### config.mk
export PLATFORM = sky130hd
export DESIGN_NAME = sram_zbt_controller
export DESIGN_NICKNAME = d
export VERILOG_FILES = /design/src/rtl/sram_pkg.sv /design/src/rtl/sram_delay_line.sv /design/src/rtl/sram_zbt_controller.sv
export SDC_FILE = /design/constraint.sdc
export NUM_CORES = 1
export LEC_CHECK = 0
export ABC_CLOCK_PERIOD_IN_PS = 3400
export BUFFER_PORTS_ARGS = -buffer_cell sky130_fd_sc_hd__buf_2
export CAP_MARGIN = 30
export CELL_PAD_IN_SITES_DETAIL_PLACEMENT = 0
export CELL_PAD_IN_SITES_GLOBAL_PLACEMENT = 2
export CORE_AREA = 3 3 123 125
export CTS_BUF_LIST = sky130_fd_sc_hd__clkbuf_4 sky130_fd_sc_hd__clkbuf_8
export DETAILED_ROUTE_END_ITERATION = 8
export DIE_AREA = 0 0 126 128
export PLACE_DENSITY = 0.84
export SETUP_SLACK_MARGIN = 0.3
export SLEW_MARGIN = 20
export SYNTH_ARGS = -nofsm -noshare
export SYNTH_HDL_FRONTEND = slang
export SYNTH_HIERARCHICAL = 1
export SYNTH_SLANG_ARGS = --single-unit
### constraint.sdc
create_clock -name sram_clock -period 3.4 [get_ports sram_clock]
set_input_delay 0.68 -clock sram_clock [delete_from_list [all_inputs] [get_ports sram_clock]]
set_output_delay 0.68 -clock sram_clock [all_outputs]
set_load 0.1 [all_outputs]
### src/rtl/sram_pkg.sv
// Shared constants and types for the SRAM arbiter / ZBT controller path.
// SRAM_READ_LATENCY is also the depth of the arbiter's read-port tag pipeline,
// so both ends agree on when returned data belongs to which requester.
package sram_pkg;

    localparam int unsigned SRAM_ADDR_W        = 18;
    localparam int unsigned SRAM_DATA_W        = 32;
    localparam int unsigned SRAM_MASK_W        = 4;
    localparam int unsigned SRAM_READ_LATENCY  = 3;
    localparam int unsigned SRAM_WR_PIPE_DEPTH = 2;

    typedef enum logic {
        ST_INIT = 1'b0,
        ST_RUN  = 1'b1
    } sram_state_e;

endpackage

### src/rtl/sram_delay_line.sv
// Fixed-depth register chain with asynchronous active-low clear.
// Ports:
//   clk   - clock
//   rst_n - asynchronous active-low clear of every stage
//   d     - input word, captured into stage 0 on each rising edge
//   q     - output of the last stage (d delayed by DEPTH edges)
module sram_delay_line #(
    parameter int unsigned WIDTH = 1,
    parameter int unsigned DEPTH = 1
) (
    input  logic             clk,
    input  logic             rst_n,
    input  logic [WIDTH-1:0] d,
    output logic [WIDTH-1:0] q
);

    logic [WIDTH-1:0] stage_q [DEPTH];
    logic [WIDTH-1:0] stage_d [DEPTH];

    always_comb begin
        stage_d[0] = d;
        for (int unsigned i = 1; i < DEPTH; i++) begin
            stage_d[i] = stage_q[i-1];
        end
    end

    always_ff @(posedge clk or negedge rst_n) begin
        if (!rst_n) begin
            for (int unsigned i = 0; i < DEPTH; i++) begin
                stage_q[i] <= '0;
            end
        end else begin
            for (int unsigned i = 0; i < DEPTH; i++) begin
                stage_q[i] <= stage_d[i];
            end
        end
    end

    assign q = stage_q[DEPTH-1];

endmodule

### src/rtl/sram_zbt_controller.sv
// Responder side of the arbiter-to-SRAM request interface, driving a
// pipelined ZBT SRAM. One read or masked write is accepted per cycle; read
// data returns in order exactly SRAM_READ_LATENCY edges after acceptance.
// Ports:
//   sram_clock, reset_n            - clock, asynchronous active-low reset
//   sram_addr_valid / sram_ready   - request handshake
//   sram_addr, sram_data_in        - request address and write data
//   sram_write_mask                - 0 = read, else per-byte write enables
//   sram_data_out(_valid)          - read data and its one-cycle strobe
//   zbt_*                          - SRAM pins; DQ split into out/oe/in for
//                                    the top-level tristate buffer
module sram_zbt_controller
    import sram_pkg::*;
#(
    parameter int unsigned INIT_CYCLES = 16
) (
    input  logic                   sram_clock,
    input  logic                   reset_n,
    input  logic                   sram_addr_valid,
    output logic                   sram_ready,
    input  logic [SRAM_ADDR_W-1:0] sram_addr,
    input  logic [SRAM_DATA_W-1:0] sram_data_in,
    input  logic [SRAM_MASK_W-1:0] sram_write_mask,
    output logic [SRAM_DATA_W-1:0] sram_data_out,
    output logic                   sram_data_out_valid,
    output logic [SRAM_ADDR_W-1:0] zbt_addr,
    output logic                   zbt_ce_b,
    output logic                   zbt_we_b,
    output logic                   zbt_adv_ld_b,
    output logic [SRAM_MASK_W-1:0] zbt_bw_b,
    output logic                   zbt_oe_b,
    output logic [SRAM_DATA_W-1:0] zbt_dq_out,
    output logic                   zbt_dq_oe,
    input  logic [SRAM_DATA_W-1:0] zbt_dq_in
);

    localparam int unsigned CNT_W = (INIT_CYCLES < 2) ? 1 : $clog2(INIT_CYCLES + 1);

    sram_state_e             state_q, state_d;
    logic [CNT_W-1:0]        count_q, count_d;
    logic [SRAM_ADDR_W-1:0]  zbt_addr_q, zbt_addr_d;
    logic                    zbt_ce_b_q, zbt_ce_b_d;
    logic                    zbt_we_b_q, zbt_we_b_d;
    logic [SRAM_MASK_W-1:0]  zbt_bw_b_q, zbt_bw_b_d;
    logic                    zbt_oe_b_q, zbt_oe_b_d;
    logic [SRAM_DATA_W-1:0]  zbt_dq_out_q, zbt_dq_out_d;
    logic                    zbt_dq_oe_q, zbt_dq_oe_d;
    logic [SRAM_DATA_W-1:0]  data_out_q, data_out_d;
    logic                    data_out_valid_q, data_out_valid_d;

    logic                    accept;
    logic                    is_write;
    logic                    is_read;
    logic [SRAM_DATA_W:0]    wr_pipe_in;
    logic [SRAM_DATA_W:0]    wr_pipe_out;
    logic                    rd_tag_out;

    assign sram_ready = (state_q == ST_RUN);
    assign accept     = sram_addr_valid && sram_ready;
    assign is_write   = accept && (sram_write_mask != '0);
    assign is_read    = accept && (sram_write_mask == '0);

    // Power-up counter: leaving INIT on the edge where the count is 1 makes
    // sram_ready rise exactly INIT_CYCLES edges after reset release.
    always_comb begin
        state_d = state_q;
        count_d = count_q;
        if (state_q == ST_INIT) begin
            if (count_q <= CNT_W'(1)) begin
                state_d = ST_RUN;
                count_d = '0;
            end else begin
                count_d = count_q - CNT_W'(1);
            end
        end
    end

    always_comb begin
        zbt_addr_d = accept ? sram_addr : zbt_addr_q;
        zbt_ce_b_d = !accept;
        zbt_we_b_d = !is_write;
        zbt_bw_b_d = is_write ? ~sram_write_mask : '1;
        zbt_oe_b_d = (state_d != ST_RUN);
        wr_pipe_in = {is_write, (is_write ? sram_data_in : '0)};
    end

    // Write data crosses two pipe stages plus the DQ output register, so it
    // sits on the bus during the cycle the SRAM's late-write captures it.
    sram_delay_line #(
        .WIDTH(SRAM_DATA_W + 1),
        .DEPTH(SRAM_WR_PIPE_DEPTH)
    ) u_wr_pipe (
        .clk  (sram_clock),
        .rst_n(reset_n),
        .d    (wr_pipe_in),
        .q    (wr_pipe_out)
    );

    sram_delay_line #(
        .WIDTH(1),
        .DEPTH(SRAM_READ_LATENCY)
    ) u_rd_tag (
        .clk  (sram_clock),
        .rst_n(reset_n),
        .d    (is_read),
        .q    (rd_tag_out)
    );

    always_comb begin
        zbt_dq_oe_d      = wr_pipe_out[SRAM_DATA_W];
        zbt_dq_out_d     = wr_pipe_out[SRAM_DATA_W-1:0];
        data_out_valid_d = rd_tag_out;
        data_out_d       = rd_tag_out ? zbt_dq_in : data_out_q;
    end

    always_ff @(posedge sram_clock or negedge reset_n) begin
        if (!reset_n) begin
            state_q          <= ST_INIT;
            count_q          <= CNT_W'(INIT_CYCLES);
            zbt_addr_q       <= '0;
            zbt_ce_b_q       <= 1'b1;
            zbt_we_b_q       <= 1'b1;
            zbt_bw_b_q       <= '1;
            zbt_oe_b_q       <= 1'b1;
            zbt_dq_out_q     <= '0;
            zbt_dq_oe_q      <= 1'b0;
            data_out_q       <= '0;
            data_out_valid_q <= 1'b0;
        end else begin
            state_q          <= state_d;
            count_q          <= count_d;
            zbt_addr_q       <= zbt_addr_d;
            zbt_ce_b_q       <= zbt_ce_b_d;
            zbt_we_b_q       <= zbt_we_b_d;
            zbt_bw_b_q       <= zbt_bw_b_d;
            zbt_oe_b_q       <= zbt_oe_b_d;
            zbt_dq_out_q     <= zbt_dq_out_d;
            zbt_dq_oe_q      <= zbt_dq_oe_d;
            data_out_q       <= data_out_d;
            data_out_valid_q <= data_out_valid_d;
        end
    end

    assign zbt_addr            = zbt_addr_q;
    assign zbt_ce_b            = zbt_ce_b_q;
    assign zbt_we_b            = zbt_we_b_q;
    assign zbt_adv_ld_b        = 1'b0;
    assign zbt_bw_b            = zbt_bw_b_q;
    assign zbt_oe_b            = zbt_oe_b_q;
    assign zbt_dq_out          = zbt_dq_out_q;
    assign zbt_dq_oe           = zbt_dq_oe_q;
    assign sram_data_out       = data_out_q;
    assign sram_data_out_valid = data_out_valid_q;

endmodule

==> summary.md, run 1 <==
| Metric | Value |
|---|---|
| PD cells | `744.7 mW/mm²` |
| Worst IR Drop VDD | `252.4 µV` |
| Largest net degree at the start of global routing | `90` |
| Share of Yosys cell area claimed by the top area cell type | `75.47%` |
| Sinks on Clock Net | `166` |
| Synth unique cells | `26` |
| CP peak stage delay | `0.53 ns` |
| Clk pwr share | `28.1%` |
| Sw frac | `38.05%` |
| Crit end category | `primary output` |
| Grt ovf | `0` |
| Share of layout cells above drive strength 1 | `48.41%` |
| Multi-input logic area | `945.9 µm²` |
| Synth Flop Type | `dfrtp_1` |
| Fin crit period | `2.058 ns` |
| Buf+Inv Stages, Crit Path | `1` |
| Reg-to-reg slack, setup | `1.79 ns` |
| Slowest stage cell on the critical path | `dfstp_2` |
| Initial antenna violation count | `0` |
| Core area | `0.01399 mm²` |
| Area leader, netlist | `dfrtp_1` |
| Fin. Hold Viols | `0` |
| Area Growth Syn to Fin | `28.35%` |
| Cell-internal power | `3.102 mW` |
| Antenna cells | `0` |
| CTS tree | `done` |
| Worst skew pair latency | `0.43 ns` |
| Comb power frac | `27.6%` |
| Synth Register Bits | `166` |
| NetSw | `1.905 mW` |
| Clock slew seen by the registers of the worst setup and hold paths | `0.08 ns` |
| Critical R2R Capture | `count_q[0]$_DFFE_PN0N_` |
| Die area | `0.01613 mm²` |
| Place WS | `1.502 ns` |
| Gpl congestion | `0.7834` |
| Top cells by area, synth | `dfrtp_1, mux2_2, nand2_1` |
| Yosys warnings | `6` |
| Routed Antenna Nets | `0` |
| Setup violations, final | `0` |
| Post-cts sizing count | `0` |
| Die Span Y | `128 µm` |
| Vias post-DR | `3060` |
| Leak | `3.623 nW` |
| # port buffers | `180` |
| # nets final | `611` |
| Initial core utilization | `37.45%` |
| Seq pwr share | `44.3%` |
| Reg2reg start | `count_q[1]$_DFFE_PN0N_` |
| # fillers | `1253` |
| Worst Slack Setup Final | `1.342 ns` |
| Status | `complete, no violations` |
| CP top delay family | `flip-flops` |
| Register area | `0.004165 mm²` |
| Placed cell area | `0.006309 mm²` |
| Post-Syn Area | `0.005239 mm²` |
| Htree depth | `4` |
| Number of synthesized flops with an enable pin | `0` |
| Num CTS Buffers | `17` |
| Initial drt markers | `196` |
| Post-synth top cells | `dfrtp_1, nand2_1, and3_1` |
| Register area share after synthesis | `79.48%` |
| Fmax | `0.4859 GHz` |
| Top Ports | `182` |
| Slew @ Worst Pin | `0.7742 ns` |
| Worst min path class | `in -> async` |
| Critical path, cell by cell | `buf_2` |
| Vias in the first global route | `3180` |
| Final Skew | `0.007980 ns` |
| Final instance area | `0.006724 mm²` |
| # rows | `43` |
| Post-CTS Setup Bufs | `0` |
| Startpoint Class | `register` |
| Max-slew violation count | `0` |
| Syn Area/Cell | `15.68 µm²` |
| Drt total wl | `10610 µm` |
| Rel. slew slack | `48.39%` |
| DRC violations left | `0` |
| First-pass GRT wire length | `16820 µm` |
| Required time worst endpoint | `2.72 ns` |
| WL met2 | `5421 µm` |
| GRT Resource Usage Total | `13.55%` |
| DRT met1 WL | `4239 µm` |
| Crit-path max FO | `1` |
| Post-Syn Nets | `425` |
| Met3 wire length | `786 µm` |
| Crit path kind | `reg -> out` |
| Setup TNS | `0 ns` |
| Reg2Reg Depth | `5` |
| Post-Syn Instances | `334` |
| Most instantiated library cell after synthesis | `dfrtp_1` |
| Via density | `4.292` |
| Critical Path AT | `1.38 ns` |
| Cts hold-fix bufs | `0` |
| Post-synth ARST share | `100.0%` |
| Buffer depth of the longest clock path | `2` |
| Avg WL per Cell | `14.88 µm` |
| Root buf cell | `clkbuf_8` |
| Uppermost layer routed | `met4` |
| Maximum Capacitance Violations | `0` |
| Die width | `126 µm` |
| Unrepaired setup endpoints after global routing | `false` |
| Fin crit share | `60.53%` |
| Dpl hpwl | `7475 µm` |
| DRT Pass-1 Iters | `5` |
[how the worst max path moves through the flow]
| stage | to | cells after the start | start |
|---|---|---|---|
| detailed placement | u_wr_pipe/stage_d[7]$_DFF_PN0_ | 3 | sram_write_mask[0] |
| global route | sram_ready | 1 | sram_ready$_DFF_PN0_ |
| floorplan | zbt_addr[10]$_DFFE_PN0P_ | 6 | sram_ready$_DFF_PN0_ |
| finish | zbt_we_b | 1 | zbt_we_b$_DFF_PN1_ |
| CTS | sram_ready | 1 | sram_ready$_DFF_PN0_ |
| global placement | u_wr_pipe/stage_d[16]$_DFF_PN0_ | 3 | sram_write_mask[0] |
[registers in the layout, summed over array words and instances (netlist names)]
signal / flops
u_wr_pipe/q: 33
u_wr_pipe/stage_d: 33
sram_data_out: 32
zbt_dq_out: 32
zbt_addr: 18
count_q: 5
zbt_bw_b: 4
u_rd_tag/stage_d: 2
sram_data_out_valid: 1
sram_ready: 1
u_rd_tag/q: 1
zbt_ce_b: 1
zbt_dq_oe: 1
zbt_oe_b: 1
zbt_we_b: 1
[cells by family (layout without fill, tap and decap cells)]
family / count (synthesis) / count (layout) / synth area share (%)
simple gates: 102 / 102 / 9.291
mux: 34 / 34 / 7.284
xor+xnor: 1 / 1 / 0.1672
flops: 166 / 166 / 79.48
buf+inv: 23 / 222 / 2.484
other cells: 1 / 1 / 0.07158
fa+ha+maj: 2 / 2 / 0.4776
compound gates: 5 / 5 / 0.7404
[per-stage QoR]
stage               utilization, %  power [mW]  hold slack, ns  instances
floorplan                        -       3.372          0.3312        334
global placement             45.09       3.637          0.3321        681
detailed placement           45.10       3.657          0.3347        681
CTS                          48.07       5.085          0.3078        713
global route                 48.07       5.225          0.3081        713
finish                       48.07       5.008          0.3135        713
[worst register-to-register path, delay by kind of cell (launching register included)]
family / cells / cell delay, ns
buffers and inverters: 1 / 0.11
flip-flops: 1 / 0.41
AO/OA/AOI/OAI: 3 / 0.78
adder cells (fa/ha/maj): 1 / 0.16
[cell usage in the layout, fill, tap and decap left out, types with 2 or more instances in the layout]
| master | synthesis | routed |
|---|---|---|
| buf_2 | 8 | 179 |
| ha_1 | 2 | 2 |
| clkinv_2 | 0 | 2 |
| clkinv_4 | 0 | 2 |
| dfstp_2 | 8 | 8 |
| mux2_2 | 30 | 30 |
| nand2_1 | 61 | 61 |
| nor2_1 | 2 | 2 |
| and3_1 | 32 | 32 |
| bufinv_16 | 0 | 2 |
| clkinvlp_4 | 0 | 3 |
| clkbuf_8 | 0 | 21 |
| buf_4 | 1 | 3 |
| inv_1 | 6 | 6 |
| nor4_1 | 2 | 2 |
| dfrtp_1 | 158 | 157 |
| mux2_1 | 3 | 3 |
[power by group through the flow]
stage	combinational [mW]	sequential (mW)	clock (mW)
4_1_cts	1.40	2.22	1.47
3_3_place_gp	1.39	2.25	0
3_5_place_dp	1.40	2.26	0
6_report	1.38	2.22	1.41
5_1_grt	1.43	2.24	1.56
2_1_floorplan	0.133	3.24	0
[routing by layer]
| layer | global-route usage [%] | vias up |
|---|---|---|
| met5 | 0 | - |
| met2 | 22.28 | 111 |
| li1 | - | 1454 |
| met1 | 16.22 | 1482 |
| met4 | 4.732 | 0 |
| met3 | 5.542 | 13 |
[cell type report]
cell class / count / area share (%)
Tap cell: 180 / 3.349
Multi-Input combinational cell: 145 / 14.07
Inverter: 6 / 0.3349
Sequential cell: 166 / 61.95
Clock inverter: 10 / 1.768
Timing Repair Buffer: 184 / 14.12
Clock buffer: 22 / 4.410
Note: power is estimated with default switching activity, not from simulation.
==> inputs of run 2 (changes only) <==
- ABC_CLOCK_PERIOD_IN_PS: 3400 -> 2100
- CORE_AREA: 3 3 123 125 -> 3 3 129 131
- DIE_AREA: 0 0 126 128 -> 0 0 132 134
- PLACE_DENSITY: 0.84 -> 0.77
- clock period: 3.4 -> 2.1 ns (I/O delays scaled with it)
==> summary.md, run 2 (synthesized netlist as in run 1, its figures left out) <==
| Metric | Value |
|---|---|
| Status | `complete, no violations (unchanged)` |
| DRT Pass-1 Iters | `3 (was 5)` |
| Met2 global-route usage | `18.42% (was 22.28%)` |
| Setup violations, final | `0 (unchanged)` |
| Fin crit share | `79.27%` |
| Antenna cells | `0 (unchanged)` |
| Htree depth | `4 (unchanged)` |
| Die Span Y | `134 µm (was 128 µm)` |
| Critical Path AT | `1.24 ns (was 1.38 ns)` |
| DRC violations left | `0 (unchanged)` |
| # port buffers | `180 (unchanged)` |
| Worst IR Drop VDD | `588.0 µV (was 252.4 µV)` |
| PD cells | `1197 mW/mm² (was 744.7 mW/mm²)` |
| Commonest non-fill, non-tap cell in the layout | `buf_2 (unchanged)` |
| Sinks on Clock Net | `166 (unchanged)` |
| First-pass GRT wire length | `16680 µm (was 16820 µm)` |
| Register area | `0.004165 mm² (unchanged)` |
| # placed instances | `718 (was 681)` |
| Vias in the first global route | `3240 (was 3180)` |
| Buf+Inv Stages, Crit Path | `1 (unchanged)` |
| Multi-input logic area | `945.9 µm² (unchanged)` |
| Crit-path max FO | `1 (unchanged)` |
| Area Growth Syn to Fin | `30.19% (was 28.35%)` |
| GRT Resource Usage Total | `11.98% (was 13.55%)` |
| GR peak layer | `met2 (unchanged)` |
| CTS tree | `done (unchanged)` |
| # nets final | `613 (was 611)` |
| Routed Antenna Nets | `0 (unchanged)` |
| Post-CTS Setup Bufs | `0 (unchanged)` |
| Die width | `132 µm (was 126 µm)` |
| Final Core Density | `43.41% (was 48.07%)` |
| Fin. Hold Viols | `0 (unchanged)` |
| Dpl hpwl | `7310 µm (was 7475 µm)` |
| Clock slew seen by the registers of the worst setup and hold paths | `0.09 ns (was 0.08 ns)` |
| CP peak stage delay | `0.53 ns (about the same)` |
| Num CTS Buffers | `17 (unchanged)` |
| Leak | `3.657 nW (was 3.623 nW)` |
| Setup TNS | `0 ns (unchanged)` |
| Startpoint Class | `register (unchanged)` |
| Max-slew violation count | `0 (unchanged)` |
| Avg WL per Cell | `13.70 µm (was 14.88 µm)` |
| Drt total wl | `10290 µm (was 10610 µm)` |
| Fin crit period | `1.665 ns` |
| # rows | `46 (was 43)` |
| Commonest cells after routing, fill and taps aside | `buf_2, dfrtp_1, nand2_1 (unchanged)` |
| Maximum Capacitance Violations | `0 (unchanged)` |
| Placed cell area | `0.006374 mm² (was 0.006309 mm²)` |
| Share of layout cells above drive strength 1 | `48.41% (about the same)` |
| Crit end category | `primary output (unchanged)` |
| Critical path, cell by cell | `buf_4 (was buf_2)` |
| Slowest stage cell on the critical path | `dfstp_2 (unchanged)` |
| Via density | `4.101 (was 4.292)` |
| Final instance area | `0.006820 mm² (was 0.006724 mm²)` |
| GRT met3 Usage | `4.689% (was 5.542%)` |
| Required time worst endpoint | `1.68 ns (was 2.72 ns)` |
| Slew @ Worst Pin | `0.6442 ns (was 0.7742 ns)` |
| CP top delay family | `flip-flops (unchanged)` |
| Largest net degree at the start of global routing | `67 (was 90)` |
| Post-Layout Cell Count | `751 (was 713)` |
| Vias post-DR | `3080 (was 3060)` |
| Fmax | `0.6007 GHz` |
| Crit path kind | `reg -> out (unchanged)` |
| Root buf cell | `clkbuf_8 (unchanged)` |
| Grt ovf | `0 (unchanged)` |
| Initial core utilization | `33.34% (was 37.45%)` |
| Reg-to-reg slack, setup | `0.59 ns (was 1.79 ns)` |
| Gpl congestion | `0.6928 (was 0.7834)` |
| Initial drt markers | `95 (was 196)` |
| Worst Slack Setup Final | `0.4354 ns (was 1.342 ns)` |
| Unrepaired setup endpoints after global routing | `false (unchanged)` |
| Worst min path class | `in -> reg (was in -> async)` |
| Worst skew pair latency | `0.43 ns (about the same)` |
| Buffer depth of the longest clock path | `2 (unchanged)` |
| # fillers | `1491 (was 1253)` |
| Met1 Use GR | `15.57% (was 16.22%)` |
| Die area | `0.01769 mm² (was 0.01613 mm²)` |
| Initial antenna violation count | `0 (unchanged)` |
| Top Ports | `182 (unchanged)` |
| Place WS | `0.4430 ns (was 1.502 ns)` |
| Rel. slew slack | `57.01% (was 48.39%)` |
| Final Skew | `0.01075 ns (was 0.007980 ns)` |
| Core area | `0.01571 mm² (was 0.01399 mm²)` |
run 2: layout make-up:
cell class                      count  area share, %
Clock buffer                       19          3.834
Clock inverter                     13          2.275
Inverter                            6         0.3302
Multi-Input combinational cell    145          13.87
Sequential cell                   166          61.07
Tap cell                          216          3.963
Timing Repair Buffer              186          14.66
run 2: stage by stage:
stage	hold slack (ns)	total power, mW
2_1_floorplan	0.1244	5.459
3_3_place_gp	0.3317	5.896
3_5_place_dp	0.3347	5.920
4_1_cts	0.07249	8.288
5_1_grt	0.07594	8.508
6_report	0.1154	8.163
run 2: path summary, 6_finish.rpt:
kind / startpoint / cells past startpoint / endpoint
setup reg to reg: count_q[1]$_DFFE_PN0N_ / 5 / count_q[0]$_DFFE_PN0N_
setup / recovery: zbt_bw_b[0]$_DFF_PN1_ / 1 / zbt_bw_b[0]
hold / removal: sram_write_mask[2] / 2 / zbt_bw_b[2]$_DFF_PN1_
min in group asynchronous: reset_n / 2 / zbt_dq_out[19]$_DFF_PN0_
hold reg to reg: u_wr_pipe/stage_d[15]$_DFF_PN0_ / 0 / u_wr_pipe/q[15]$_DFF_PN0_
max in group asynchronous: reset_n / 3 / zbt_ce_b$_DFF_PN1_
run 2: where the power goes:
| group | switching [mW] | leakage (nW) | internal, mW |
|---|---|---|---|
| Clock | 1.17 | 0.214 | 1.16 |
| Sequential | 0.106 | 2.09 | 3.48 |
| Combinational | 1.90 | 1.35 | 0.350 |
run 2: metal layers:
metal  part of all wire, %  routed length, µm
met4                   1.2                124
met5                     0                  0
met2                    47               4792
met3                   7.2                742
met1                    45               4632
run 2: repair_timing:
action / 4_1_cts / 5_1_grt
endpoints found under the setup margin: 7 / 1
hold buffers: 1 / 0
hold endpoints to repair: 33 / 0
gates resized for setup: 7 / 1
